<file path="src/rtl/wb_regfile.sv">
// Write-back mux, 32-entry GPR file with same-cycle write-through bypass,
// and a valid/ready dump port that streams every register to the debug unit.
module wb_regfile #(
  parameter int NBITS = 32,
  parameter int RBITS = 5
) (
  input  logic             i_clk,
  input  logic             i_rst,
  input  logic [NBITS-1:0] WB_result,
  input  logic [NBITS-1:0] WB_data,
  input  logic [RBITS-1:0] WB_rd,
  input  logic             WB_memtoreg,
  input  logic             WB_regwrite,
  input  logic [RBITS-1:0] ID_rs,
  input  logic [RBITS-1:0] ID_rt,
  output logic [NBITS-1:0] ID_rs_data,
  output logic [NBITS-1:0] ID_rt_data,
  output logic [NBITS-1:0] WB_wdata,
  input  logic             i_dbg_start,
  input  logic             i_dbg_ready,
  output logic             o_dbg_valid,
  output logic [RBITS-1:0] o_dbg_addr,
  output logic [NBITS-1:0] o_dbg_data,
  output logic             o_dbg_busy,
  output logic             o_dbg_done
);
  localparam int NREGS = 2 ** RBITS;
  localparam logic [RBITS-1:0] LAST_ADDR = RBITS'(NREGS - 1);

  typedef enum logic [1:0] {S_IDLE, S_DUMP, S_DONE} state_t;

  logic [NBITS-1:0] w_wdata;
  logic             w_commit;
  logic [NBITS-1:0] w_rf [0:NREGS-1];
  logic [RBITS-1:0] w_dump_idx;
  logic [NBITS-1:0] w_dump_word;

  state_t           r_state, w_state_next;
  logic [RBITS-1:0] r_addr, w_addr_next;
  logic [NBITS-1:0] r_data, w_data_next;

  assign w_wdata  = WB_memtoreg ? WB_data : WB_result;
  assign WB_wdata = w_wdata;
  assign w_commit = WB_regwrite && (WB_rd != '0);

  // r0 is hard-wired to zero; only r1..r31 hold state.
  assign w_rf[0] = '0;
  generate
    for (genvar gi = 1; gi < NREGS; gi++) begin : g_reg
      logic [NBITS-1:0] r_q;
      always_ff @(posedge i_clk or posedge i_rst) begin
        if (i_rst)
          r_q <= '0;
        else if (w_commit && (WB_rd == RBITS'(gi)))
          r_q <= w_wdata;
      end
      assign w_rf[gi] = r_q;
    end
  endgenerate

  assign ID_rs_data = (ID_rs == '0) ? '0 :
                      (WB_regwrite && (WB_rd == ID_rs)) ? w_wdata : w_rf[ID_rs];
  assign ID_rt_data = (ID_rt == '0) ? '0 :
                      (WB_regwrite && (WB_rd == ID_rt)) ? w_wdata : w_rf[ID_rt];

  // The dump captures the post-edge contents, so a coinciding write is seen.
  assign w_dump_idx  = (r_state == S_DUMP) ? (r_addr + RBITS'(1)) : '0;
  assign w_dump_word = (w_dump_idx == '0) ? '0 :
                       (w_commit && (WB_rd == w_dump_idx)) ? w_wdata : w_rf[w_dump_idx];

  always_ff @(posedge i_clk or posedge i_rst) begin
    if (i_rst) begin
      r_state <= S_IDLE;
      r_addr  <= '0;
      r_data  <= '0;
    end else begin
      r_state <= w_state_next;
      r_addr  <= w_addr_next;
      r_data  <= w_data_next;
    end
  end

  always_comb begin
    w_state_next = r_state;
    w_addr_next  = r_addr;
    w_data_next  = r_data;
    case (r_state)
      S_IDLE: begin
        if (i_dbg_start) begin
          w_state_next = S_DUMP;
          w_addr_next  = '0;
          w_data_next  = w_dump_word;
        end
      end
      S_DUMP: begin
        if (i_dbg_ready) begin
          if (r_addr == LAST_ADDR) begin
            w_state_next = S_DONE;
          end else begin
            w_addr_next = w_dump_idx;
            w_data_next = w_dump_word;
          end
        end
      end
      S_DONE:  w_state_next = S_IDLE;
      default: w_state_next = S_IDLE;
    endcase
  end

  assign o_dbg_valid = (r_state == S_DUMP);
  assign o_dbg_busy  = (r_state != S_IDLE);
  assign o_dbg_done  = (r_state == S_DONE);
  assign o_dbg_addr  = r_addr;
  assign o_dbg_data  = r_data;

endmodule

</file>
<file path="config.mk">
export PLATFORM = sky130hd
export DESIGN_NAME = wb_regfile
export DESIGN_NICKNAME = d
export VERILOG_FILES = /design/src/rtl/wb_regfile.sv
export SDC_FILE = /design/constraint.sdc
export NUM_CORES = 2
export LEC_CHECK = 0
export ABC_CLOCK_PERIOD_IN_PS = 32800
export CELL_PAD_IN_SITES_DETAIL_PLACEMENT = 2
export CELL_PAD_IN_SITES_GLOBAL_PLACEMENT = 2
export CORE_AREA = 2 2 413 415
export CTS_CLUSTER_SIZE = 30
export DETAILED_ROUTE_END_ITERATION = 10
export DIE_AREA = 0 0 415 417
export HOLD_SLACK_MARGIN = 0.12
export PLACE_DENSITY_LB_ADDON = 0.1
export SLEW_MARGIN = 40
export SYNTH_ARGS = -nofsm -noshare
export SYNTH_HDL_FRONTEND = slang
export SYNTH_SLANG_ARGS = --single-unit
</file>
<file path="constraint.sdc">
create_clock -name i_clk -period 32.8 [get_ports i_clk]
set_input_delay 3.28 -clock i_clk [delete_from_list [all_inputs] [get_ports i_clk]]
set_output_delay 3.28 -clock i_clk [all_outputs]
set_load 0.005 [all_outputs]
</file>
; Word level (Yosys, flattened, before mapping)
; Cells that the tools add are included.
[totals]
wordCells = 155
reg_bits = 1031
[op_classes]
n_mux = 29
n_addsub = 1
reduce_logical = 44
magnitude_cmp = 3
bitwise_logic = 3
n_eq_ne = 41
[op_table]
columns = operator, n
row1 = 32-bit 2-to-1 mux, 16
row2 = 32-bit binary-select mux with 5-bit select, 3
row3 = "5-bit == test, second input constant", 17
row4 = 32-bit case mux with 2 select lines, 1
row5 = "5-bit by 4-bit == test with 1-bit output, second input constant", 8
row6 = 1-bit logical AND, 35
row7 = "5-bit by 3-bit == test with 1-bit output, second input constant", 4
row8 = 5-bit 2-to-1 mux, 4
row9 = "6-bit >= comparator, second input constant", 3
row10 = 5-bit NOT with 6-bit output, 3
row11 = 5-bit == test, 3
row12 = 5-bit zero test, 3
row13 = "5-bit by 2-bit == test with 1-bit output, second input constant", 2
row14 = 5-bit case mux with 2 select lines, 1
row15 = 2-bit 2-to-1 mux, 3
row16 = "2-bit != test, second input constant", 3
row17 = "5-bit by 1-bit adder with 5-bit output, second input constant", 1
row18 = "5-bit by 1-bit == test with 1-bit output, second input constant", 1
row19 = 5-bit nonzero test, 1
row20 = 2-bit case mux with 2 select lines, 1
row21 = 4-bit AND reduction, 1
row22 = 2-bit nonzero test, 2
row23 = 3-bit AND reduction, 1
row24 = "2-bit by 1-bit == test with 1-bit output, second input constant", 1
row25 = other kinds (3), 3

; Depth between registers and ports, before layout
[depth]
ltp_word = 11
ltp_mapped = 12
ltp_nobuf = 10

; Worst setup path before layout
; Ideal clock, no wire load.
[synth_path]
path_type = input-to-output
start = input port ID_rt[0]
end = output port ID_rt_data[24]
n_path_buf = 3
path_stages = 7
arrival_time_ns = 5.404
slack_ns = 24.116
required_ns = 29.520
path_cell_list = clkbuf_1 buf_2 buf_1 mux4_2 mux4_2 mux2i_1 o22ai_1
[synth_via]
elab_chain_len = 6
word_cells_on_any_way = 9
[synth_rtl]
columns = element, line_no
row1 = from (decl), 15  ; input logic [RBITS-1:0] ID_rt,
row2 = 5-bit NOT with 6-bit output (implied by the code), 64  ; (WB_regwrite && (WB_rd == ID_rt)) ? w_wdata : w_rf[ID_rt];
row3 = 32-bit binary-select mux with 5-bit select, 64
row4 = 32-bit 2-to-1 mux (implied by the code) (2 in a row), 64
row5 = 32-bit 2-to-1 mux, 64
row6 = 32-bit 2-to-1 mux (*), 63  ; assign ID_rt_data = (ID_rt == '0) ? '0 :
row7 = to (decl), 17  ; output logic [NBITS-1:0] ID_rt_data,
; Mark *: on every way between the ends. The rest lies on a longest branch, timed or not. The select of a mux whose other input is x is not followed.

; Worst setup path after layout
[layout_path]
start = input port ID_rs[1]
end = output port ID_rs_data[30]
[layout_via]
elab_chain_len = 6
word_cells_on_any_way = 9
[layout_rtl]
columns = element, line_no
row1 = from (decl), 14  ; input logic [RBITS-1:0] ID_rs,
row2 = 5-bit NOT with 6-bit output (implied by the code), 62  ; (WB_regwrite && (WB_rd == ID_rs)) ? w_wdata : w_rf[ID_rs];
row3 = 32-bit binary-select mux with 5-bit select, 62
row4 = 32-bit 2-to-1 mux (implied by the code) (2 in a row), 62
row5 = 32-bit 2-to-1 mux, 62
row6 = 32-bit 2-to-1 mux (*), 61  ; assign ID_rs_data = (ID_rs == '0) ? '0 :
row7 = to (decl), 16  ; output logic [NBITS-1:0] ID_rs_data,
; Marks and branches as above.

==> run summary <==
Status: completed
Final hold vios: 0
Slowest CP cell: buf_4
Post-synth EDFFs: 0
Final setup vio count: 0
Headroom to the max-slew limit: 36.41%
Core Area: 168500 sq um
Critical path endpoint category: primary output
Most area-hungry cell type in the Yosys netlist: dfrtp_1
RSZ-0062 raised after global routing: no
CTS H-Tree Depth: 4
Detail Route Antenna Nets: 0
Routed WL: 312.1 mm
Pwr Total: 0.005930 W
Yosys cell types: 66
Hold_buf cts: 0
Setup ws final: 21.08 ns
Vias in the first global route: 58570
Ys Warns: 0
RePlAce Congestion: 0.8189
Final nets: 5959
Finished Core Util: 42.50%
Mapped cell area: 61910 sq um
IO Count: 221
Share of the yosys chip area belonging to registers: 41.67%
WS Path Type: in2out
F_max: 85.30 MHz
Async SR Flop Fraction: 100.0%
Largest cells by area after synthesis: dfrtp_1, mux4_2, a21oi_1
Fin crit period: 11.72 ns
Reg2reg end: o_dbg_data[24]
Total Routing Usage GR: 36.03%
Synth top area share: 41.67%
Worst vdd ir: 0.05737 mV
DP HPWL: 183.8 mm
Reg power frac: 32.0%
Max-slew violations: 0
Drt pass-1 iters: 5
Row count: 151
Via count: 55320
Vias per inst: 6.739
Post-Syn Area per Cell: 10.33 sq um
Required time of the critical path: 29.52 ns
Clk pin slew, worst setup/hold paths: 0.06 ns
Net Sw Power: 0.002457 W
DRC: 0
First-pass GRT wire length: 449.9 mm
Area of placed instances: 66930 sq um
Critical R2R Launch: o_dbg_addr[0]
Die ar.: 173100 sq um
Clock Latency Late Sink: 0.81 ns
Hold_sp: o_dbg_data[29]
Flops & latches, synth: 1031
Worst R2R Setup Slack: 27.53 ns
Leakage: 28.41 nW
CTS max path bufs: 3
Starting Density: 36.74%
DRT iter0 DRCs: 5270
Synth Net Count: 6079
P&R area growth vs syn: 15.68%
Routed WL per cell: 38.01 microns
Critical path, cell by cell: buf_8 -> buf_4 -> buf_12 -> xnor2_1 -> and3_4 -> buf_4 -> a211oi_1 -> a211oi_1 -> clkdlybuf4s50_1
Crit path launch: ID_rs[1]
Final design instance area without fill: 71620 sq um
Delay-heaviest family, CP: buffers and inverters
Clock network fraction of total power: 26.2%
Largest net degree at the start of global routing: 146
Clock skew: 0.02861 ns
Post-CTS setup buffer count: 0
Worst Setup Start Kind: input port
Crit share post-route: 35.74%
Share of cells above drive strength 1: 20.37%
Num CTS Buffers: 135
Cell Int Power: 0.003474 W
Final setup TNS: 0 ns
Maxcap violations: 0
Hold EP: o_dbg_data[29]
Worst-Margin Slew: 0.9538 ns
Gate power share: 41.8%
Switch share: 41.43%
CP max stage delay: 0.76 ns
GRT Residual Overflow: 0
Post-cts sizing count: 0
Pwr/cell area: 82.80 nW/um^2
Worst path bufs/invs: 5
WHS Path Cells: 1
Die width: 415 microns
Initial antenna violation count: 11
CP max FO: 81
Place WS: 20.81 ns
CTS Root Cell: clkbuf_16
I/O Buffers: 220
Cells after synthesis: 5992
CP arrival: 8.44 ns
Die height: 417 microns
CTS tree: built
Main flop type after synthesis: dfrtp_1
Num Clock Sinks: 1031
Hold crit path type: reg2reg
FF-to-FF path depth: 12
[metal layers]
metal | global-route usage (%) | wire length [microns] | share of wire (%) | vias up
met5 | 0 | 28 | 0.0090 | -
met4 | 17.86 | 16440 | 5.3 | 4
met3 | 5.700 | 19240 | 6.2 | 670
met2 | 57.15 | 145200 | 47 | 2218
met1 | 48.09 | 131200 | 42 | 30200
li1 | - | - | - | 22230
[logic make-up after synthesis]
family | synth area share, %
adders and majority gates | 0.04041
xor gates and xnor gates | 0.2405
DFF | 41.67
buffers and inverters | 4.533
AOI/OAI and AO/OA | 18.10
and+or+nand+nor | 9.175
muxes | 26.24
[stage by stage]
stage | hold WS, ns | cells
floorplan | 0.4765 | 5992
detailed placement | 0.4948 | 7948
global placement | 0.4796 | 7935
CTS | 0.5096 | 8193
global route | 0.5417 | 8198
finish | 0.5049 | 8209
[cells in the mapped netlist, drive strengths merged (3+ instances only)]
cell type	number
inv	37
a31oi	29
or2	5
nor4	5
xor2	12
or4	3
dfrtp	1031
and2	19
nand2b	10
nand3	28
a211oi	148
clkbuf	494
mux2	148
nor3	25
nor2	717
a22o	42
nand2	531
a22oi	24
nor3b	3
a21oi	736
o22ai	131
buf	175
a2111oi	32
o32ai	3
o211ai	25
a221oi	45
nor2b	49
o21ai	505
o221ai	102
o31ai	7
mux2i	257
o311ai	16
a2bb2oi	5
a32oi	12
xnor2	5
and3	6
a31o	6
nand3b	3
mux4	533
a21o	7
[state kept, by name (all words and copies together) (netlist names)]
register and cells:
g.r_q 992, o_dbg_addr 5, o_dbg_data 32, r_state 2
[how the worst max path moves through the flow]
stage                        to  depth (start not counted)
6_report         ID_rs_data[30]                          9
2_1_floorplan  g_reg[10].r_q[0]                          1
5_1_grt          ID_rs_data[30]                         12
4_1_cts          ID_rs_data[30]                         11
3_3_place_gp      ID_rs_data[1]                         11
3_5_place_dp     ID_rs_data[30]                         11
[worst reg2reg max path, cell delays in order, from the launching register on]
cell      delay [ns]
dfrtp_4         0.61
ha_4            0.26
and3_1          0.21
ha_1            0.90
nand3b_1        0.29
xor2_1          0.21
nand2_1         0.12
or4_1           0.68
buf_4           0.29
nand2_2         0.53
buf_4           0.53
or4_1           0.37
o311ai_1        0.14
[cells in the final DEF (no fill, tap or decap), drive strengths merged, types with 7 or more instances in the layout]
cell           synthesis  layout
dfrtp               1031    1031
a21oi                736     736
nor2                 717     717
mux4                 533     533
nand2                531     531
o21ai                505     505
mux2i                257     257
clkdlybuf4s50          0     209
clkbuf               494     206
buf                  175     203
mux2                 148     148
a211oi               148     148
o22ai                131     131
o221ai               102     102
nor2b                 49      49
a221oi                45      45
a22o                  42      42
inv                   37      42
a2111oi               32      32
a31oi                 29      29
nand3                 28      28
o211ai                25      25
nor3                  25      25
a22oi                 24      24
clkinv                 0      21
and2                  19      19
o311ai                16      16
a32oi                 12      12
xor2                  12      12
diode                  0      11
nand2b                10      10
bufinv                 0       9
o31ai                  7       7
a21o                   7       7
[power groups by stage]
stage,sequential (W),clock [W],combinational [W]
final,0.00190,0.00155,0.00248
after global routing,0.00195,0.00162,0.00260
after CTS,0.00189,0.00157,0.00244
after detailed placement,0.00191,0,0.00242
after global placement,0.00189,0,0.00236
after floorplan,0.00179,0,0.00150
[final cells by class]
class,instances,area [sq um]
repair buffers,412,4090
clock inverters,39,483.0
well taps,2218,2775
inverters,37,152.6
clock buffers,206,4033
multi-input cells,4255,34260
diodes,11,27.53
fillers,17390,96910
flip-flops and latches,1031,25800
Power figures use the tool's default switching activity.
